--- config.mk ---
export PLATFORM = sky130hd
export DESIGN_NAME = cu_multicycle_fsm_flat
export DESIGN_NICKNAME = d
export VERILOG_FILES = /design/src/rtl/cu_multicycle_fsm_if.sv /design/src/rtl/cu_multicycle_fsm.sv /design/src/flat_wrapper.sv
export SDC_FILE = /design/constraint.sdc
export NUM_CORES = 1
export LEC_CHECK = 0
export CAP_MARGIN = 20
export CORE_MARGIN = 4
export CORE_UTILIZATION = 30
export DETAILED_ROUTE_END_ITERATION = 12
export PLACE_DENSITY = 0.71
export SYNTH_ARGS = -nofsm -noshare
export SYNTH_HDL_FRONTEND = slang
export SYNTH_SLANG_ARGS = --single-unit
--- constraint.sdc ---
create_clock -name clk -period 1.7 [get_ports clk]
set_input_delay 0.34 -clock clk [delete_from_list [all_inputs] [get_ports clk]]
set_output_delay 0.34 -clock clk [all_outputs]
set_load 0.02 [all_outputs]
--- src/rtl/cu_multicycle_fsm_if.sv ---
`default_nettype none
// ============================================================================
// Module      : cu_multicycle_fsm_if
// Description : Bundle between the multicycle control unit and the datapath.
//               It carries the instruction fields, the condition flag, the
//               memory handshake, all datapath enables/selects, and the
//               debug state and fault outputs.
//   master : the control unit. It reads Op/Funct/CondEx/MemReady and drives
//            everything else.
//   slave  : the datapath/memory side, in the opposite direction.
// Revision    : 1.0 - initial release
// ============================================================================
interface cu_multicycle_fsm_if;
  logic [1:0] Op;
  logic [5:0] Funct;
  logic       CondEx;
  logic       MemReady;
  logic       MemReq;
  logic       AdrSrc;
  logic       IRWrite;
  logic       PCWrite;
  logic [1:0] ALUSrcA;
  logic [1:0] ALUSrcB;
  logic [1:0] ResultSrc;
  logic       RegW;
  logic       MemW;
  logic       Branch;
  logic       ALUOp;
  logic [1:0] ImmSrc;
  logic [1:0] RegSrc;
  logic [3:0] State;
  logic       Fault;

  modport master (
    input  Op, Funct, CondEx, MemReady,
    output MemReq, AdrSrc, IRWrite, PCWrite, ALUSrcA, ALUSrcB, ResultSrc,
           RegW, MemW, Branch, ALUOp, ImmSrc, RegSrc, State, Fault
  );

  modport slave (
    output Op, Funct, CondEx, MemReady,
    input  MemReq, AdrSrc, IRWrite, PCWrite, ALUSrcA, ALUSrcB, ResultSrc,
           RegW, MemW, Branch, ALUOp, ImmSrc, RegSrc, State, Fault
  );
endinterface
`default_nettype wire

--- src/rtl/cu_multicycle_fsm.sv ---
`default_nettype none
// ============================================================================
// Module      : cu_multicycle_fsm
// Description : Multicycle control unit for the ARM-subset processor. It walks
//               each instruction through fetch, decode, execute, memory and
//               writeback. It drives the datapath enables one state at a time
//               and stalls on the memory ready handshake.
// Ports       : clk   - clock, rising edge
//               rst_n - asynchronous active-low reset
//               bus   - cu_multicycle_fsm_if.master. Carries instruction
//                       fields in, CondEx, the MemReady/MemReq handshake, the
//                       datapath selects/enables, State (debug) and Fault.
// Parameters  : WAIT_MAX - consecutive stall cycles tolerated (1..65535)
// Options     : CU_FSM_WATCHDOG_EN - when defined, builds the stall
//               watchdog. When it expires the FSM moves to the sticky FAULT
//               state. When undefined, stalls last indefinitely and Fault is 0.
// Revision    : 1.0 - initial release
// ============================================================================
module cu_multicycle_fsm #(
  parameter int WAIT_MAX = 255
) (
  input  wire logic            clk,
  input  wire logic            rst_n,
  cu_multicycle_fsm_if.master  bus
);

  localparam int WAIT_W = $clog2(WAIT_MAX + 1);

  typedef enum logic [3:0] {
    S_FETCH  = 4'd0,
    S_DECODE = 4'd1,
    S_MEMADR = 4'd2,
    S_MEMRD  = 4'd3,
    S_MEMWB  = 4'd4,
    S_MEMWR  = 4'd5,
    S_EXECR  = 4'd6,
    S_EXECI  = 4'd7,
    S_ALUWB  = 4'd8,
    S_BRANCH = 4'd9,
    S_FAULT  = 4'd15
  } state_t;

  state_t state_q, state_d;
  logic   wd_trip;

  always_ff @(posedge clk or negedge rst_n) begin
    if (!rst_n) state_q <= S_FETCH;
    else        state_q <= state_d;
  end

`ifdef CU_FSM_WATCHDOG_EN
  localparam logic [WAIT_W-1:0] WAIT_LAST = WAIT_W'(WAIT_MAX - 1);
  localparam logic [WAIT_W-1:0] WAIT_TOP  = WAIT_W'(WAIT_MAX);

  logic [WAIT_W-1:0] wait_q, wait_d;
  logic              stall;

  // A stall is a memory-requesting state whose request has not completed.
  assign stall = ((state_q == S_FETCH) || (state_q == S_MEMRD) ||
                  (state_q == S_MEMWR)) && !bus.MemReady;

  // The counter clears on any non-stall cycle and saturates instead of wrapping.
  always_comb begin
    wait_d = '0;
    if (stall) begin
      wait_d = (wait_q == WAIT_TOP) ? wait_q : wait_q + WAIT_W'(1);
    end
  end

  always_ff @(posedge clk or negedge rst_n) begin
    if (!rst_n) wait_q <= '0;
    else        wait_q <= wait_d;
  end

  assign wd_trip   = stall && (wait_q == WAIT_LAST);
  assign bus.Fault = (state_q == S_FAULT);
`else
  assign wd_trip   = 1'b0;
  assign bus.Fault = 1'b0;
`endif

  // Next state
  always_comb begin
    state_d = state_q;
    case (state_q)
      S_FETCH:  if (bus.MemReady) state_d = S_DECODE;
      S_DECODE: begin
        // A failed condition wins over decode so the instruction has no side effects.
        if (!bus.CondEx) begin
          state_d = S_FETCH;
        end else begin
          case (bus.Op)
            2'b00:   state_d = bus.Funct[5] ? S_EXECI : S_EXECR;
            2'b01:   state_d = S_MEMADR;
            2'b10:   state_d = S_BRANCH;
            default: state_d = S_FETCH;
          endcase
        end
      end
      S_MEMADR: state_d = bus.Funct[0] ? S_MEMRD : S_MEMWR;
      S_MEMRD:  if (bus.MemReady) state_d = S_MEMWB;
      S_MEMWR:  if (bus.MemReady) state_d = S_FETCH;
      S_EXECR,
      S_EXECI:  state_d = S_ALUWB;
      S_MEMWB,
      S_ALUWB,
      S_BRANCH: state_d = S_FETCH;
      S_FAULT:  state_d = S_FAULT;
      default:  state_d = S_FETCH;
    endcase
    if (wd_trip) state_d = S_FAULT;
  end

  // Outputs
  logic       mem_req, adr_src, ir_write, pc_write, reg_w, mem_w, branch, alu_op;
  logic [1:0] alu_src_a, alu_src_b, result_src;

  always_comb begin
    mem_req    = 1'b0;
    adr_src    = 1'b0;
    ir_write   = 1'b0;
    pc_write   = 1'b0;
    reg_w      = 1'b0;
    mem_w      = 1'b0;
    branch     = 1'b0;
    alu_op     = 1'b0;
    alu_src_a  = 2'b00;
    alu_src_b  = 2'b00;
    result_src = 2'b00;
    case (state_q)
      S_FETCH: begin
        mem_req    = 1'b1;
        alu_src_a  = 2'b01;
        alu_src_b  = 2'b10;
        result_src = 2'b10;
        // Fetch completes in the MemReady cycle. MemReady is masked by reset
        // so that the IR and PC cannot load while reset is held.
        ir_write   = bus.MemReady & rst_n;
        pc_write   = bus.MemReady & rst_n;
      end
      S_DECODE: begin
        alu_src_a  = 2'b01;
        alu_src_b  = 2'b10;
        result_src = 2'b10;
      end
      S_MEMADR: alu_src_b = 2'b01;
      S_MEMRD: begin
        mem_req = 1'b1;
        adr_src = 1'b1;
      end
      S_MEMWB: begin
        result_src = 2'b01;
        reg_w      = 1'b1;
      end
      S_MEMWR: begin
        mem_req = 1'b1;
        adr_src = 1'b1;
        mem_w   = 1'b1;
      end
      S_EXECR: alu_op = 1'b1;
      S_EXECI: begin
        alu_src_b = 2'b01;
        alu_op    = 1'b1;
      end
      S_ALUWB: reg_w = 1'b1;
      S_BRANCH: begin
        alu_src_b  = 2'b01;
        result_src = 2'b10;
        branch     = 1'b1;
      end
      default: ;
    endcase
  end

  assign bus.MemReq    = mem_req;
  assign bus.AdrSrc    = adr_src;
  assign bus.IRWrite   = ir_write;
  assign bus.PCWrite   = pc_write;
  assign bus.ALUSrcA   = alu_src_a;
  assign bus.ALUSrcB   = alu_src_b;
  assign bus.ResultSrc = result_src;
  assign bus.RegW      = reg_w;
  assign bus.MemW      = mem_w;
  assign bus.Branch    = branch;
  assign bus.ALUOp     = alu_op;
  assign bus.ImmSrc    = bus.Op;
  assign bus.RegSrc    = {(bus.Op == 2'b01) & ~bus.Funct[0], bus.Op == 2'b10};
  assign bus.State     = state_q;

endmodule
`default_nettype wire
--- src/flat_wrapper.sv ---
// flat-port wrapper written by rule: the top's interface ports become plain ports
module cu_multicycle_fsm_flat 
#(
  parameter int WAIT_MAX = 255
)
  (clk, rst_n, bus_Op, bus_Funct, bus_CondEx, bus_MemReady, bus_MemReq, bus_AdrSrc, bus_IRWrite, bus_PCWrite, bus_ALUSrcA, bus_ALUSrcB, bus_ResultSrc, bus_RegW, bus_MemW, bus_Branch, bus_ALUOp, bus_ImmSrc, bus_RegSrc, bus_State, bus_Fault);
  cu_multicycle_fsm_if bus_i ();
  input  wire logic clk;
  input  wire logic rst_n;
  input wire logic [$bits(bus_i.Op)-1:0] bus_Op;
  input wire logic [$bits(bus_i.Funct)-1:0] bus_Funct;
  input wire logic [$bits(bus_i.CondEx)-1:0] bus_CondEx;
  input wire logic [$bits(bus_i.MemReady)-1:0] bus_MemReady;
  output wire logic [$bits(bus_i.MemReq)-1:0] bus_MemReq;
  output wire logic [$bits(bus_i.AdrSrc)-1:0] bus_AdrSrc;
  output wire logic [$bits(bus_i.IRWrite)-1:0] bus_IRWrite;
  output wire logic [$bits(bus_i.PCWrite)-1:0] bus_PCWrite;
  output wire logic [$bits(bus_i.ALUSrcA)-1:0] bus_ALUSrcA;
  output wire logic [$bits(bus_i.ALUSrcB)-1:0] bus_ALUSrcB;
  output wire logic [$bits(bus_i.ResultSrc)-1:0] bus_ResultSrc;
  output wire logic [$bits(bus_i.RegW)-1:0] bus_RegW;
  output wire logic [$bits(bus_i.MemW)-1:0] bus_MemW;
  output wire logic [$bits(bus_i.Branch)-1:0] bus_Branch;
  output wire logic [$bits(bus_i.ALUOp)-1:0] bus_ALUOp;
  output wire logic [$bits(bus_i.ImmSrc)-1:0] bus_ImmSrc;
  output wire logic [$bits(bus_i.RegSrc)-1:0] bus_RegSrc;
  output wire logic [$bits(bus_i.State)-1:0] bus_State;
  output wire logic [$bits(bus_i.Fault)-1:0] bus_Fault;
  assign bus_i.Op = bus_Op;
  assign bus_i.Funct = bus_Funct;
  assign bus_i.CondEx = bus_CondEx;
  assign bus_i.MemReady = bus_MemReady;
  assign bus_MemReq = bus_i.MemReq;
  assign bus_AdrSrc = bus_i.AdrSrc;
  assign bus_IRWrite = bus_i.IRWrite;
  assign bus_PCWrite = bus_i.PCWrite;
  assign bus_ALUSrcA = bus_i.ALUSrcA;
  assign bus_ALUSrcB = bus_i.ALUSrcB;
  assign bus_ResultSrc = bus_i.ResultSrc;
  assign bus_RegW = bus_i.RegW;
  assign bus_MemW = bus_i.MemW;
  assign bus_Branch = bus_i.Branch;
  assign bus_ALUOp = bus_i.ALUOp;
  assign bus_ImmSrc = bus_i.ImmSrc;
  assign bus_RegSrc = bus_i.RegSrc;
  assign bus_State = bus_i.State;
  assign bus_Fault = bus_i.Fault;
  cu_multicycle_fsm #(.WAIT_MAX(WAIT_MAX)) u_core (.clk(clk), .rst_n(rst_n), .bus(bus_i));
endmodule
==> results.sh, run 1 <==
export IMPL_rsz_0062_raised_after_global_routing="yes"
export IMPL_post_layout_total_power_mw=1.65
export IMPL_antenna_violations_before_repair=0
export IMPL_detail_route_vias_per_cell=4.94
export IMPL_outcome="finished, violations left"
export IMPL_leakage_nw=0.488
export IMPL_grt_pass1_wl_um=2900
export IMPL_most_used_dff_post_synth="dfrtp_1"
export IMPL_pwr_density_cell_mw_per_mm2=1740
export IMPL_clock_tree_htree_level_count=1
export IMPL_clock_root_buffer="clkbuf_4"
export IMPL_drive_gt1_share_pct=52.5
export IMPL_skew_ns=0.00203
export IMPL_grt_max_degree=10
export IMPL_hold_viol=0
export IMPL_largest_reg_flops=4
export IMPL_yosys_area_top_type_share_pct=20.5
export IMPL_post_layout_nonfiller_instances=134
export IMPL_violations="setup timing"
export IMPL_final_period_minus_worst_setup_slack_ns=1.72
export IMPL_max_vdd_ir_drop_mv=0.898
export IMPL_crit_top_cell="buf_6"
export IMPL_clk_latency_ns=0.24
export IMPL_critPathArrivalTime_ns=1.38
export IMPL_drt_wirelength_per_cell_um=13.1
export IMPL_worst_setup_path_type="reg -> out"
export IMPL_endpoint_kind="output port"
export IMPL_setup_total_negative_slack_ns=-0.0201
export IMPL_grt_pass1_vias=694
export IMPL_worst_setup_hold_path_clk_slew_ns=0.04
export IMPL_worst_slack_at_placement_ns=-0.345
export IMPL_crit_slowest_cell="dfrtp_2"
export IMPL_tritoncts="built"
export IMPL_dr_first_iter_drc_count=26
export IMPL_port_buffer_count=28
export IMPL_cts_num_sinks=4
export IMPL_setup_viol=2
export IMPL_design_portCount=35
export IMPL_diodes=0
export IMPL_hpwl_um=1360
export IMPL_timing_max_transition_violations_final=0
export IMPL_number_of_flip_flops_and_latches_in_the_synthesized_netlist=4
export IMPL_period_share_pct=101
export IMPL_synth_seq_area_share_pct=20.5
export IMPL_synthesized_netlist_cell_count=67
export IMPL_placed_instances=128
export IMPL_detailroute_via_count=662
export IMPL_drt_pre_antenna_iters=3
export IMPL_cts_buffers=3
export IMPL_core_area_mm2=0.00152
export IMPL_global_route_overflow_total=0
export IMPL_gr_usage_all_layers_pct=15.5
export IMPL_timing_critical_path_buf_inv=3
export IMPL_worst_path_dominant_cell_family="flip-flops"
export IMPL_totalWireLength_um=1750
export IMPL_synth_avg_cell_area_um2=7.30
export IMPL_finish_net_count=132
export IMPL_syn_warnings=0
export IMPL_netlist_area_um2=489
export IMPL_start_kind="register"
export IMPL_drc_errors=0
export IMPL_maxCapViolCount=0
export IMPL_synth_async_sr_flop_share_pct=100
export IMPL_ant_nets=0
export IMPL_type_of_the_tightest_min_delay_check="in -> async"
export IMPL_flow_area_growth_from_synthesis_pct=93.9
export IMPL_max_stage_delay_ns=0.45
export IMPL_start_util_pct=32.1
export IMPL_cp_cell_sequence="buf_6 -> buf_6 -> nand3b_1 -> a21oi_2 -> buf_4"
export IMPL_clock_path_buffers=2
export IMPL_synth_area_top_cells="dfrtp_1 (20%), buf_4 (7.7%), nor2_1 (6.9%), buf_6 (4.6%), o21ai_0 (4.1%)"
export IMPL_dieWidth_um=48.4
export IMPL_detailed_place_area_um2=913
export IMPL_fmaxAchievable_mhz=582
export IMPL_die_area_mm2=0.00234
export IMPL_die_h_um=48.4
export IMPL_post_route_cell_area_um2=948
export IMPL_synth_distinct_cells=32
export IMPL_finalWorstSetupSlack_ns=-0.0187
export IMPL_gp_routability_congestion=0.842
export IMPL_synth_area_leader_cell="dfrtp_1"
export IMPL_cp_max_fo=6
export IMPL_worst_ep_required_time_ns=1.36
export IMPL_placement_rows=14
export IMPL_synth_edff_count=0
## power breakdown
group | internal (mW) | switching [mW]
clock | 0.0791 | 0.0405
sequential | 0.136 | 0.0811
combinational | 0.664 | 0.647
total | 0.879 | 0.769
## per-stage QoR
step | hold slack (ns) | util (%)
2_1_floorplan | 0.0444 | -
3_3_place_gp | 0.651 | 59.9
3_5_place_dp | 0.669 | 59.9
4_1_cts | 0.414 | 60.9
5_1_grt | 0.426 | 62.2
6_report | 0.407 | 62.2
## logic make-up after synthesis
group                     share of synthesized area, %
and+or+nand+nor                                   35.0
AOI/OAI and AO/OA                                 23.0
other                                            0.767
DFF                                               20.5
xor gates and xnor gates                          1.79
buffers and inverters                             18.9
## worst paths after layout
kind                                                 startpoint                               to  slack, ns  depth (start not counted)
worst max-delay path            u_core.bus.State[2]$_DFFE_PN0P_                       bus_MemReq      -0.02                          5
worst min-delay path                                      rst_n  u_core.bus.State[2]$_DFFE_PN0P_       0.41                          2
worst max register to register  u_core.bus.State[2]$_DFFE_PN0P_  u_core.bus.State[0]$_DFFE_PN0P_          0                          5
worst min register to register  u_core.bus.State[2]$_DFFE_PN0P_  u_core.bus.State[3]$_DFFE_PN0P_       0.78                          3
max in group asynchronous                                 rst_n  u_core.bus.State[1]$_DFFE_PN0P_       1.18                          2
min in group clk                u_core.bus.State[2]$_DFFE_PN0P_  u_core.bus.State[3]$_DFFE_PN0P_       0.78                          3
## layout make-up
type / instances / area (um^2)
Timing Repair Buffer: 56 / 434
Tap cell: 16 / 20.0
Multi-Input combinational cell: 51 / 352
Clock buffer: 3 / 22.5
Inverter: 4 / 15.0
Sequential cell: 4 / 105
Fill cell: 143 / 576
## routing by layer
layer	up-vias	global-route usage [%]	wire, um
met1	305	16.2	738
met2	21	27.8	885
met3	4	5.83	103
met4	0	5.53	24
li1	332	-	-
met5	-	0	0
## cells in the mapped netlist, types with 2 or more instances
| cell | count |
|---|---|
| nor2_1 | 9 |
| buf_4 | 5 |
| dfrtp_1 | 4 |
| inv_1 | 4 |
| o21ai_0 | 4 |
| a21oi_1 | 3 |
| nand2_1 | 3 |
| nand3_1 | 3 |
| nor2b_1 | 3 |
| a22o_1 | 2 |
| buf_6 | 2 |
| nand2b_1 | 2 |
| nand3b_1 | 2 |
| nor3_1 | 2 |
| o22ai_1 | 2 |
## layout by cell type (no fill, tap or decap), types with 2 or more instances in the layout
cell,netlist,routed
nor2_1,9,7
buf_2,0,6
clkbuf_4,0,3
o22ai_1,2,2
a22o_1,2,2
buf_4,5,31
nand2b_4,0,2
nand3_1,3,3
nor2b_1,3,2
nand2_1,3,2
a21oi_1,3,2
inv_1,4,4
conb_1,1,2
clkbuf_2,0,3
o21ai_0,4,4
nand3b_1,2,2
dfrtp_2,0,4
buf_6,2,3
clkdlybuf4s50_1,0,7
dlygate4sd2_1,0,6
## repair_timing
action	in CTS	in global routing
setup endpoints to repair	22	15
buffers inserted	1	2
gates resized for setup	67	21
hold buffers	0	0
pin swaps	0	3
Note: power is estimated with default switching activity, not from simulation.
==> run 2: changes to the inputs <==
--- a/config.mk
+++ b/config.mk
@@ -6,10 +6,12 @@
 export NUM_CORES = 1
 export LEC_CHECK = 0
 export CAP_MARGIN = 20
+export CORE_ASPECT_RATIO = 1.1
 export CORE_MARGIN = 4
 export CORE_UTILIZATION = 30
 export DETAILED_ROUTE_END_ITERATION = 12
 export PLACE_DENSITY = 0.71
+export SKIP_CTS_REPAIR_TIMING = 1
 export SYNTH_ARGS = -nofsm -noshare
 export SYNTH_HDL_FRONTEND = slang
 export SYNTH_SLANG_ARGS = --single-unit
==> results.sh, run 2 (same netlist as run 1, synthesis figures left out) <==
export IMPL_outcome="finished clean"
export IMPL_max_vdd_ir_drop_mv=0.651
export IMPL_drive_gt1_share_pct=43.9
export IMPL_final_period_minus_worst_setup_slack_ns=1.66
export IMPL_clkPwrFrac_pct=7.2
export IMPL_skew_ns=0.00102
export IMPL_dr_first_iter_drc_count=8
export IMPL_drt_pre_antenna_iters=2
export IMPL_cp_cell_sequence="buf_6 -> or3b_4 -> or3_4 -> o221ai_2 -> a22o_1"
export IMPL_grt_pass1_vias=595
export IMPL_core_area_mm2=0.00156
export IMPL_rsz_0062_raised_after_global_routing="yes"
export IMPL_clock_tree_htree_level_count=1
export IMPL_die_area_mm2=0.00234
export IMPL_flow_area_growth_from_synthesis_pct=104
export IMPL_finish_net_count=128
export IMPL_cp_max_fo=7
export IMPL_grt_max_degree=11
export IMPL_port_buffer_count=28
export IMPL_gp_routability_congestion=0.919
export IMPL_leakage_nw=0.633
export IMPL_power_share_combinational_pct=81.6
export IMPL_drc_errors=0
export IMPL_hold_viol=0
export IMPL_diodes=0
export IMPL_dieWidth_um=46.5
export IMPL_switching_power_mw=0.735
export IMPL_clock_root_buffer="clkbuf_4"
export IMPL_start_kind="register"
export IMPL_nFillCells=138
export IMPL_pwr_density_cell_mw_per_mm2=1630
export IMPL_worst_setup_hold_path_clk_slew_ns=0.04
export IMPL_clock_path_buffers=2
export IMPL_crit_slowest_cell="dfrtp_2"
export IMPL_post_layout_nonfiller_instances=131
export IMPL_totalWireLength_um=1680
export IMPL_largest_reg_flops=4
export IMPL_placement_rows=15
export IMPL_grt_pass1_wl_um=2560
export IMPL_internal_power_mw=0.885
export IMPL_netSwitchingFraction_pct=45.4
export IMPL_most_common_library_cell_in_the_layout_ignoring_fill_and_taps="buf_4"
export IMPL_tritoncts="built"
export IMPL_fin_hold_ws_ns=0.417
export IMPL_design_portCount=35
export IMPL_global_route_overflow_total=0
export IMPL_most_common_layout_cells="buf_4 (29), dlymetal6s2s_1 (14), nor2_1 (7), clkdlybuf4s50_1 (6)"
export IMPL_worst_ep_required_time_ns=1.87
export IMPL_period_share_pct=97.5
export IMPL_placed_instances=126
export IMPL_antenna_violations_before_repair=0
export IMPL_maxCapViolCount=0
export IMPL_critPathArrivalTime_ns=1.83
export IMPL_worst_setup_path_type="reg -> reg"
export IMPL_detailroute_via_count=638
export IMPL_worst_path_dominant_cell_family="simple AND/OR/NAND/NOR gates"
export IMPL_power_share_sequential_pct=11.2
export IMPL_timing_critical_path_buf_inv=1
export IMPL_start_util_pct=31.4
export IMPL_cts_num_sinks=4
export IMPL_setup_viol=0
export IMPL_endpoint_kind="register"
export IMPL_type_of_the_tightest_min_delay_check="in -> async"
export IMPL_hpwl_um=1290
export IMPL_ant_nets=0
export IMPL_clk_latency_ns=0.23
export IMPL_max_stage_delay_ns=0.44
export IMPL_timing_max_transition_violations_final=0
export IMPL_cts_buffers=3
export IMPL_fmaxAchievable_mhz=603
export IMPL_gr_usage_all_layers_pct=15.1
export IMPL_detail_route_vias_per_cell=4.87
export IMPL_drt_wirelength_per_cell_um=12.8
export IMPL_die_h_um=50.4
-- run 2: final timing paths --
kind                                                 startpoint                               to  slack [ns]  cells after the start
worst min register to register  u_core.bus.State[2]$_DFFE_PN0P_  u_core.bus.State[3]$_DFFE_PN0P_        0.73                      3
worst max register to register  u_core.bus.State[2]$_DFFE_PN0P_  u_core.bus.State[0]$_DFFE_PN0P_        0.04                      5
min in group clk                                   bus_MemReady  u_core.bus.State[2]$_DFFE_PN0P_        0.53                      3
worst min-delay path                                      rst_n  u_core.bus.State[0]$_DFFE_PN0P_        0.42                      2
worst max-delay path            u_core.bus.State[2]$_DFFE_PN0P_  u_core.bus.State[0]$_DFFE_PN0P_        0.04                      5
max in group asynchronous                                 rst_n  u_core.bus.State[2]$_DFFE_PN0P_        1.17                      2
-- run 2: cell type report --
cell class	count	area (um^2)	share of cell area, %
Multi-Input combinational cell	51	354	35.6
Clock buffer	3	22.5	2.26
Timing Repair Buffer	52	480	48.2
Sequential cell	4	103	10.3
Inverter	4	15.0	1.51
Tap cell	17	21.3	2.14
-- run 2: through the flow --
stage	utilization, %	instance area [um^2]	setup slack [ns]	TNS, ns	power, mW
6_report	63.9	996	0.0428	0	1.62
5_1_grt	63.9	996	-0.0215	-0.0412	1.75
4_1_cts	58.7	915	-0.437	-5.91	1.55
3_5_place_dp	57.3	892	-0.400	-3.07	1.43
3_3_place_gp	57.3	892	-0.369	-2.91	1.42
2_1_floorplan	-	503	-0.0917	-0.0917	0.853
-- run 2: worst reg2reg max path, stage by stage (launching register included) --
cell and delay [ns]:
dfrtp_2 0.44, buf_6 0.15, or3b_4 0.39, or3_4 0.34
o221ai_2 0.13, a22o_1 0.15
-- run 2: per-layer routing --
layer  up-vias  routed length [um]  track usage [%]
met5         -                   0                0
met4         0                  29             9.00
met3         4                  90             3.23
met2        18                 907             24.3
met1       292                 647             17.4
li1        324                   -                -
-- run 2: power by group through the flow --
| stage | logic (mW) | registers [mW] | clock network [mW] |
|---|---|---|---|
| after global routing | 1.42 | 0.189 | 0.132 |
| after global placement | 1.25 | 0.171 | 0 |
| after CTS | 1.26 | 0.171 | 0.122 |
| final | 1.32 | 0.181 | 0.117 |
| after floorplan | 0.639 | 0.215 | 0 |
| after detailed placement | 1.26 | 0.173 | 0 |
==> run 3: changes to the inputs <==
--- a/config.mk
+++ b/config.mk
@@ -10,8 +10,10 @@
 export CORE_MARGIN = 4
 export CORE_UTILIZATION = 30
 export DETAILED_ROUTE_END_ITERATION = 12
+export HOLD_SLACK_MARGIN = 0.08
 export PLACE_DENSITY = 0.71
 export SKIP_CTS_REPAIR_TIMING = 1
+export SLEW_MARGIN = 0
 export SYNTH_ARGS = -nofsm -noshare
 export SYNTH_HDL_FRONTEND = slang
 export SYNTH_SLANG_ARGS = --single-unit
==> results of run 3 <==
Same layout as run 2: the final DEF is identical, and so are final timing and power.
